==> config.mk <==
export PLATFORM = sky130hd
export DESIGN_NAME = axi4lite_master
export DESIGN_NICKNAME = d
export VERILOG_FILES = /design/src/rtl/axi4lite_pkg.sv /design/src/rtl/axi4lite_master.sv
export SDC_FILE = /design/constraint.sdc
export NUM_CORES = 1
export LEC_CHECK = 0
export ABC_AREA = 1
export CORE_MARGIN = 2
export CORE_UTILIZATION = 36
export CTS_CLUSTER_SIZE = 12
export DETAILED_ROUTE_END_ITERATION = 16
export HOLD_SLACK_MARGIN = 0.08
export PLACE_DENSITY = 0.76
export SLEW_MARGIN = 20
export SYNTH_ARGS = -nofsm -noshare
export SYNTH_HDL_FRONTEND = slang
export SYNTH_SLANG_ARGS = --single-unit
==> constraint.sdc <==
create_clock -name clk -period 1.4 [get_ports clk]
set_input_delay 0.28 -clock clk [delete_from_list [all_inputs] [get_ports clk]]
set_output_delay 0.28 -clock clk [all_outputs]
set_load 0.1 [all_outputs]
==> src/rtl/axi4lite_pkg.sv <==
// -----------------------------------------------------------------------------
// axi4lite_pkg
//   Shared definitions for the AXI4-Lite initiator and its neighbours:
//   default bus geometry, the AXI response codes and the master FSM states.
//   No ports; imported with "import axi4lite_pkg::*;".
// -----------------------------------------------------------------------------
package axi4lite_pkg;

    // Default bus geometry shared with the memory and peripheral targets.
    localparam int DEFAULT_ADDR_W = 16;
    localparam int DEFAULT_DATA_W = 32;

    // AXI response codes (BRESP / RRESP).
    localparam logic [1:0] RESP_OKAY   = 2'b00;
    localparam logic [1:0] RESP_EXOKAY = 2'b01;
    localparam logic [1:0] RESP_SLVERR = 2'b10;
    localparam logic [1:0] RESP_DECERR = 2'b11;

    // Master FSM states.
    typedef enum logic [2:0] {
        S_IDLE    = 3'd0,
        S_WR_REQ  = 3'd1,
        S_WR_RESP = 3'd2,
        S_RD_REQ  = 3'd3,
        S_RD_RESP = 3'd4,
        S_DONE    = 3'd5
    } axi_state_e;

endpackage

==> src/rtl/axi4lite_master.sv <==
// -----------------------------------------------------------------------------
// axi4lite_master
//   Single-outstanding AXI4-Lite initiator. Accepts one command at a time on
//   the cmd_* stream, runs the matching AXI4-Lite write (AW/W/B) or read
//   (AR/R) transaction, and returns the slave's response on the rsp_* stream.
//
// Ports
//   clk, rst                 clock (rising edge), synchronous active-high reset
//   cmd_valid/cmd_ready      command handshake
//   cmd_write/addr/wdata/
//   cmd_wstrb/cmd_prot       command payload
//   rsp_valid/rsp_ready      response handshake
//   rsp_write/rdata/resp     response payload (rdata is 0 for writes)
//   aw*, w*, b*, ar*, r*     AXI4-Lite master channels
//   dbg_state                current FSM state, for observation only
//
// Handshake semantics (all streams, AXI and cmd/rsp alike): a transfer occurs
// on a rising clk edge where valid and ready are both high. A source never
// drops valid, and never changes the payload, until that transfer occurs;
// ready may be raised or lowered freely.
// -----------------------------------------------------------------------------
module axi4lite_master
    import axi4lite_pkg::*;
#(
    parameter int ADDR_W = DEFAULT_ADDR_W,
    parameter int DATA_W = DEFAULT_DATA_W
) (
    input  logic                  clk,
    input  logic                  rst,

    // Command stream
    input  logic                  cmd_valid,
    output logic                  cmd_ready,
    input  logic                  cmd_write,
    input  logic [ADDR_W-1:0]     cmd_addr,
    input  logic [DATA_W-1:0]     cmd_wdata,
    input  logic [DATA_W/8-1:0]   cmd_wstrb,
    input  logic [2:0]            cmd_prot,

    // Response stream
    output logic                  rsp_valid,
    input  logic                  rsp_ready,
    output logic                  rsp_write,
    output logic [DATA_W-1:0]     rsp_rdata,
    output logic [1:0]            rsp_resp,

    // Write address channel
    output logic                  awvalid,
    input  logic                  awready,
    output logic [ADDR_W-1:0]     awaddr,
    output logic [2:0]            awprot,

    // Write data channel
    output logic                  wvalid,
    input  logic                  wready,
    output logic [DATA_W-1:0]     wdata,
    output logic [DATA_W/8-1:0]   wstrb,

    // Write response channel
    input  logic                  bvalid,
    output logic                  bready,
    input  logic [1:0]            bresp,

    // Read address channel
    output logic                  arvalid,
    input  logic                  arready,
    output logic [ADDR_W-1:0]     araddr,
    output logic [2:0]            arprot,

    // Read data channel
    input  logic                  rvalid,
    output logic                  rready,
    input  logic [DATA_W-1:0]     rdata,
    input  logic [1:0]            rresp,

    // Debug
    output axi_state_e            dbg_state
);

    axi_state_e state_q;
    axi_state_e state_d;

    // AW and W complete independently; these remember which has finished.
    logic aw_done_q;
    logic w_done_q;

    logic cmd_hs;
    logic aw_hs;
    logic w_hs;
    logic b_hs;
    logic ar_hs;
    logic r_hs;
    logic rsp_hs;

    assign cmd_hs = cmd_valid && cmd_ready;
    assign aw_hs  = awvalid && awready;
    assign w_hs   = wvalid && wready;
    assign b_hs   = bvalid && bready;
    assign ar_hs  = arvalid && arready;
    assign r_hs   = rvalid && rready;
    assign rsp_hs = rsp_valid && rsp_ready;

    assign dbg_state = state_q;

    // -------------------------------------------------------------------------
    // FSM: state register
    // -------------------------------------------------------------------------
    always_ff @(posedge clk) begin
        if (rst) begin
            state_q <= S_IDLE;
        end else begin
            state_q <= state_d;
        end
    end

    // -------------------------------------------------------------------------
    // FSM: next-state logic
    // -------------------------------------------------------------------------
    always_comb begin
        state_d = state_q;
        case (state_q)
            S_IDLE: begin
                if (cmd_hs) begin
                    state_d = cmd_write ? S_WR_REQ : S_RD_REQ;
                end
            end
            S_WR_REQ: begin
                // Leave once each channel has completed, counting a handshake
                // happening on this very edge.
                if ((aw_done_q || aw_hs) && (w_done_q || w_hs)) begin
                    state_d = S_WR_RESP;
                end
            end
            S_WR_RESP: begin
                if (b_hs) begin
                    state_d = S_DONE;
                end
            end
            S_RD_REQ: begin
                if (ar_hs) begin
                    state_d = S_RD_RESP;
                end
            end
            S_RD_RESP: begin
                if (r_hs) begin
                    state_d = S_DONE;
                end
            end
            S_DONE: begin
                if (rsp_hs) begin
                    state_d = S_IDLE;
                end
            end
            default: begin
                state_d = S_IDLE;
            end
        endcase
    end

    // -------------------------------------------------------------------------
    // FSM: state-decoded outputs
    // cmd_ready is additionally masked by rst so nothing is accepted during
    // reset even though the state register already reads IDLE.
    // -------------------------------------------------------------------------
    always_comb begin
        cmd_ready = 1'b0;
        bready    = 1'b0;
        rready    = 1'b0;
        case (state_q)
            S_IDLE:    cmd_ready = !rst;
            S_WR_RESP: bready    = 1'b1;
            S_RD_RESP: rready    = 1'b1;
            default: begin
                cmd_ready = 1'b0;
            end
        endcase
    end

    // -------------------------------------------------------------------------
    // Write-channel completion flags, cleared whenever the FSM is idle.
    // -------------------------------------------------------------------------
    always_ff @(posedge clk) begin
        if (rst || (state_q == S_IDLE)) begin
            aw_done_q <= 1'b0;
            w_done_q  <= 1'b0;
        end else begin
            if (aw_hs) begin
                aw_done_q <= 1'b1;
            end
            if (w_hs) begin
                w_done_q <= 1'b1;
            end
        end
    end

    // -------------------------------------------------------------------------
    // Registered AXI request channels. Valids rise the cycle after command
    // acceptance and fall on their own handshake edge. Payload registers load
    // only on command acceptance, which can happen only in IDLE where every
    // valid is low, so payload is stable for the whole life of a valid.
    // -------------------------------------------------------------------------
    always_ff @(posedge clk) begin
        if (rst) begin
            awvalid <= 1'b0;
            wvalid  <= 1'b0;
            arvalid <= 1'b0;
            awaddr  <= '0;
            awprot  <= '0;
            wdata   <= '0;
            wstrb   <= '0;
            araddr  <= '0;
            arprot  <= '0;
        end else begin
            if (cmd_hs) begin
                if (cmd_write) begin
                    awvalid <= 1'b1;
                    wvalid  <= 1'b1;
                    awaddr  <= cmd_addr;
                    awprot  <= cmd_prot;
                    wdata   <= cmd_wdata;
                    wstrb   <= cmd_wstrb;
                end else begin
                    arvalid <= 1'b1;
                    araddr  <= cmd_addr;
                    arprot  <= cmd_prot;
                end
            end else begin
                if (aw_hs) begin
                    awvalid <= 1'b0;
                end
                if (w_hs) begin
                    wvalid <= 1'b0;
                end
                if (ar_hs) begin
                    arvalid <= 1'b0;
                end
            end
        end
    end

    // -------------------------------------------------------------------------
    // Registered response stream. Loaded on the B or R handshake; response
    // codes pass through untouched, including SLVERR and DECERR.
    // -------------------------------------------------------------------------
    always_ff @(posedge clk) begin
        if (rst) begin
            rsp_valid <= 1'b0;
            rsp_write <= 1'b0;
            rsp_rdata <= '0;
            rsp_resp  <= RESP_OKAY;
        end else begin
            if (b_hs) begin
                rsp_valid <= 1'b1;
                rsp_write <= 1'b1;
                rsp_rdata <= '0;
                rsp_resp  <= bresp;
            end else if (r_hs) begin
                rsp_valid <= 1'b1;
                rsp_write <= 1'b0;
                rsp_rdata <= rdata;
                rsp_resp  <= rresp;
            end else if (rsp_hs) begin
                rsp_valid <= 1'b0;
            end
        end
    end

endmodule

==> Yosys cells after proc, flatten, opt, wreduce, memory -nomap -nowiden <==
Cells that the tools add are included.
{ "totals": {"ff_bits": 118, "latchBits": 0, "mem_bits_rw": 0, "mem_bits_ro": 0, "word_cells": 81, "n_memories": 0} }
{ "classes": {"n_addsub": 0, "n_mul": 0, "n_div": 0, "magnitude_cmp": 0, "n_eq_ne": 13, "shift": 0, "n_mux": 26, "n_bitwise": 1, "reduce_logical": 25} }
{ "ops": {"columns": ["op", "count"], "rows": [
  ["2-to-1 mux 3 bit", 6],
  ["case mux 3 bit (6 select lines)", 1],
  ["2-to-1 mux 1 bit", 16],
  ["!= test 2 bit (second input constant)", 8],
  ["AND reduction 2 bit", 5],
  ["logical AND 1 bit", 8],
  ["nonzero test 2 bit", 4],
  ["== test 3 x 2 -> 1 bit (second input constant)", 2],
  ["== test 3 bit (second input constant)", 2],
  ["2-to-1 mux 2 bit", 3],
  ["AND reduction 6 bit", 1],
  ["== test 3 x 1 -> 1 bit (second input constant)", 1],
  ["zero test 3 bit", 1],
  ["logical OR 1 bit", 3],
  ["nonzero test 3 bit", 1],
  ["OR reduction 2 bit", 1],
  ["zero test 1 bit", 1],
  ["inverter 1 bit", 1]
]} }

==> Logic depth before layout (Yosys ltp) <==
{ "depth": {"word_depth": 5, "ltp_mapped": 11, "mapped_depth_nobuf": 9} }

==> Worst setup path after synthesis <==
No wires, ideal clock.
{ "synth_timing": {"kind": "register to register", "startpoint": "reg state_q[1], in the netlist dbg_state[1]", "endpoint": "reg rsp_rdata[10]", "setup_ns": 0.120, "arrival_ns": 3.312, "required_ns": 1.280, "slack_ns": -2.033, "path_stages_with_launch": 7, "path_buffers": 1, "period_less_slack_ns": 3.433, "cell_sequence": "dfxtp_1 inv_1 nor3_2 nand2_1 nand2_1 buf_2 a21oi_1"} }
{ "synth_via": {"elab_chain_len": 4, "elab_cells_between_ends": 7, "cone_classes": "2 x eq/ne; 2 x mux; 3 x reduce/logical"} }
{ "synth_rtl": {"columns": ["item", "line", "text"], "rows": [
  ["from (decl)", "axi4lite_master.sv:80", "axi_state_e state_q;"],
  ["from (signal assigned)", "axi4lite_master.sv:112", "state_q <= state_d;"],
  ["== test 3 x 2 -> 1 bit", "axi4lite_master.sv:169", "case (state_q)"],
  ["2-to-1 mux 1 bit", "axi4lite_master.sv:169", null],
  ["via bready", "axi4lite_master.sv:61", "output logic bready,"],
  ["logical AND 1 bit", "axi4lite_master.sv:98", "assign b_hs = bvalid && bready;"],
  ["OR reduction 2 bit (no source line)", null, null],
  ["to (signal assigned)", "axi4lite_master.sv:260", "rsp_rdata <= rdata;"],
  ["to (decl)", "axi4lite_master.sv:44", "output logic [DATA_W-1:0] rsp_rdata,"]
]} }
The timed path passes the listed nets, and every way through them passes these cells.
A chain may end at the register's enable or synchronous reset.

==> Worst setup path after layout <==
{ "layout_timing": {"startpoint": "reg state_q[0], in the netlist dbg_state[0]", "endpoint": "reg araddr[3]"} }
{ "layout_via": {"elab_chain_len": 4} }
{ "layout_rtl": {"columns": ["item", "line", "text"], "rows": [
  ["zero test 3 bit", "axi4lite_master.sv:169", null],
  ["2-to-1 mux 1 bit", "axi4lite_master.sv:169", null],
  ["logical AND 1 bit", "axi4lite_master.sv:95", "assign cmd_hs = cmd_valid && cmd_ready;"],
  ["AND reduction 2 bit (no source line)", null, null],
  ["to (signal assigned)", "axi4lite_master.sv:224", "araddr <= cmd_addr;"],
  ["to (decl)", "axi4lite_master.sv:67", "output logic [ADDR_W-1:0] araddr,"]
]} }
Every way passes these cells.

==> qor.txt <==
Status = complete, but fails checks
Violated checks = negative setup slack
Number of clock sinks seen by CTS = 118
Number of vias in the routed layout = 5224
Buf+Inv Stages, Crit Path = 5
Post-synthesis cell area = 4360 um2
CTS tree = yes
Worst ir drop on vdd = 1.26 mV
Dominant cell type by count on the critical path = nor2_4
Pin count of the biggest net entering global routing = 36
Post-Route Skew = 7.76 ps
Count of yosys warnings during synthesis = 0
Post-layout net count = 923
Routed via count divided by cell count = 5.32
Largest family of logic cells by synthesized area = simple AND/OR/NAND/NOR gates
Antenna Violating Nets Remaining = 0
Minimum setup slack among reg-to-reg paths = -370 ps
Standard-cell row count = 40
Leading cell type in the layout, fill and taps excluded = buf_12
Synthesized area divided by synthesized cell count = 7.89 um2
Startpoint-to-endpoint class of the critical path = reg -> reg
Number of global-route vias before repair = 5672
Flop and latch count out of synthesis = 118
Cell with the largest stage delay on the worst path = dfxtp_4
Number of ports placed on the die boundary = 220
Clock period minus final worst setup slack = 1770 ps
Startpoint type of the worst setup path = flop
Pwr per Cell Area = 1600 nW/um2
Post-Syn Instances = 553
Post-synthesis mux area share = 0%
WHS Endpoint = rsp_rdata[31]
Area used by sequential logic in the layout = 2380 um2
Max Clk Rate = 0.567 GHz
Clk_lat worst skew = 420 ps
Crit path max fanout = 5
Total Routed Length = 20.9 mm
Crit path largest cell delay = 350 ps
Die footprint = 13000 um2
Clock transition at the registers of the reported paths = 50 ps
Wire length of the first global-routing pass = 29.6 mm
Multi-input gate area = 2490 um2
Instance count along the most critical hold path = 3
Post-route DRC violation count = 0
Critical Path, Cell by Cell = nor2_4, nand2_2, nor2_4, buf_6, nand2_8, buf_6, nor2_4, buf_12, buf_12, buf_16, o21ai_1, nor2_1
H-Tree Level Count = 4
Max clock buf depth = 2
Post-synthesis adder-cell area fraction = 0%
Antenna fix cells = 0
Worst-case reg-to-reg path depth = 12
Proportion of synthesized chip area in sequential cells = 54.2%
Final count of pins violating max slew = 0
Top library cells by usage in the layout, fill and taps aside = buf_12, dfxtp_1, clkdlybuf4s50_1, nor2_1, o21ai_2
Cell Area, Placed = 8110 um2
Total core area = 11900 um2
Area Overhead vs Synth = 134%
Hold WC Path Type = in -> reg
Placed wire-length estimate = 10.9 mm
Initial Utilization = 36.6%
Last weighted congestion value of the routability-driven placer = 0.879
Fraction of the cycle the final worst path needs = 126%
Fraction of final layout cells sized beyond drive strength 1 = 46.9%
Height of the die = 114 um
Final global-route overflow total = 0
# setup viols final = 85
Power consumption = 16300 uW
Port bufs = 219
Min-delay src = rdata[31]
First-pass DRT Iterations = 4
GRT Resource Usage Total = 30.1%
Final Hold Violating Endpoints = 0
Transition time at the pin with the least slew margin = 565 ps
Least setup slack across all paths after layout = -365 ps
Fill cell instance count of the final layout = 518
Reg-to-Reg End = araddr[3]
Leakage Power = 0.00392 uW
Data required time at the worst endpoint = 1750 ps
Maximum capacitance violations = 0
Fraction of the mapped netlist area in compound gates = 14.2%
Post-synthesis cell type count = 27
Reg-to-Reg Start = dbg_state[0]
Die Span X = 114 um
Iteration-0 DRC Markers = 350
Synthesized net count = 654
Arrival time at the worst endpoint = 2120 ps
Routed WL per cell = 21.3 um
Hold-fix buffer count after cts = 0
CP Capture Type = flop
Total clock buffers created by CTS = 17
Number of antenna violations at the first check in global routing = 0
Kind of cell adding the most delay to the critical path = simple AND/OR/NAND/NOR gates
Root Buffer = clkbuf_16
Setup Slack @ Placement = -340 ps
Design Area, Final = 10200 um2
Simple-gate share of the synthesized area = 25.4%
Worst slew margin relative to its limit = 62.3%
RSZ-0062 raised after global routing = yes
XOR/XNOR share of the synthesized area = 0%
-- flip-flops by register name, summed over array words and instances (netlist names) --
signal     cells
rsp_rdata     32
wdata         32
araddr        16
awaddr        16
wstrb          4
arprot         3
awprot         3
dbg_state      3
rsp_resp       2
arvalid        1
aw_done_q      1
awvalid        1
rsp_valid      1
rsp_write      1
w_done_q       1
wvalid         1
-- worst max path at each step --
stage	start	endpoint	slack, ps	cells past startpoint
3_3_place_gp	rst	dbg_state[2]	-260	8
5_1_grt	dbg_state[0]	araddr[3]	-440	12
2_1_floorplan	dbg_state[0]	awaddr[13]	-760	11
4_1_cts	dbg_state[1]	bready	-320	5
6_report	dbg_state[0]	araddr[3]	-370	12
3_5_place_dp	rst	dbg_state[1]	-340	8
-- area by class of cell --
cell class	count	area share [%]
Multi-Input combinational cell	388	24.4
Timing Repair Buffer	285	43.6
Timing Repair inverter	2	0.270
Tap cell	147	1.81
Inverter	10	0.725
Sequential cell	118	23.4
Clock buffer	25	5.38
Clock inverter	7	0.368
-- tightest hold or removal path, cell delays in order --
cell and delay, ps:
clkdlybuf4s50_1 400, nand3_1 80, a21oi_1 60
-- cell usage after synthesis --
cell | n | share of area, %
nor2_1 | 162 | 14
dfxtp_1 | 118 | 54
o21ai_0 | 69 | 7.9
nand2_1 | 55 | 4.7
a21oi_1 | 39 | 4.5
nand3_1 | 35 | 4.0
clkbuf_1 | 15 | 1.3
buf_6 | 11 | 2.8
o21ai_1 | 11 | 1.3
buf_2 | 8 | 0.92
inv_1 | 6 | 0.52
inv_2 | 3 | 0.26
nor2_4 | 3 | 0.77
clkbuf_2 | 2 | 0.23
nand2_2 | 2 | 0.29
nor3_1 | 2 | 0.23
o21a_1 | 2 | 0.34
buf_1 | 1 | 0.086
clkinv_1 | 1 | 0.086
nand2_4 | 1 | 0.26
nand3b_1 | 1 | 0.17
nand4_1 | 1 | 0.14
nor2_2 | 1 | 0.14
nor3_2 | 1 | 0.23
nor3_4 | 1 | 0.37
o21bai_1 | 1 | 0.17
or2_1 | 1 | 0.14
-- layer usage --
layer | GRT usage [%] | vias to the layer above | wire [um]
met3 | 12.7 | 83 | 1890
met4 | 14.0 | 0 | 1010
met1 | 29.0 | 2487 | 7130
met5 | 0 | - | 0
li1 | - | 2358 | -
met2 | 55.2 | 296 | 10900
-- stage by stage --
| step | TNS, ps | hold slack, ps | instances | util, % |
|---|---|---|---|---|
| after floorplan | -82410 | 349 | 553 | - |
| after CTS | -17160 | 421 | 981 | 82.8 |
| after global routing | -29570 | 452 | 982 | 85.5 |
| after detailed placement | -30450 | 448 | 914 | 68.1 |
| final | -23240 | 448 | 982 | 85.5 |
| after global placement | -24710 | 437 | 914 | 68.1 |
-- kinds of logic (layout without fill, tap and decap cells) --
family	after synthesis	count (layout)
buffers and inverters	47	329
and+or+nand+nor	266	266
AOI/OAI and AO/OA	122	122
DFF	118	118
-- report_power, final --
group | internal [uW] | total [uW] | switching (uW) | leakage, uW
Combinational | 3020 | 7780 | 4760 | 0.00266
Clock | 2690 | 4230 | 1540 | 0.000295
Sequential | 3770 | 4260 | 486 | 0.000962
-- timing repair --
action	in CTS	in global routing
cloned	14	3
pin swaps	62	34
resized for setup	226	90
hold endpoints to repair	0	0
buffers inserted	21	6
setup endpoints to repair	79	122
Note: power is estimated with default switching activity, not from simulation.
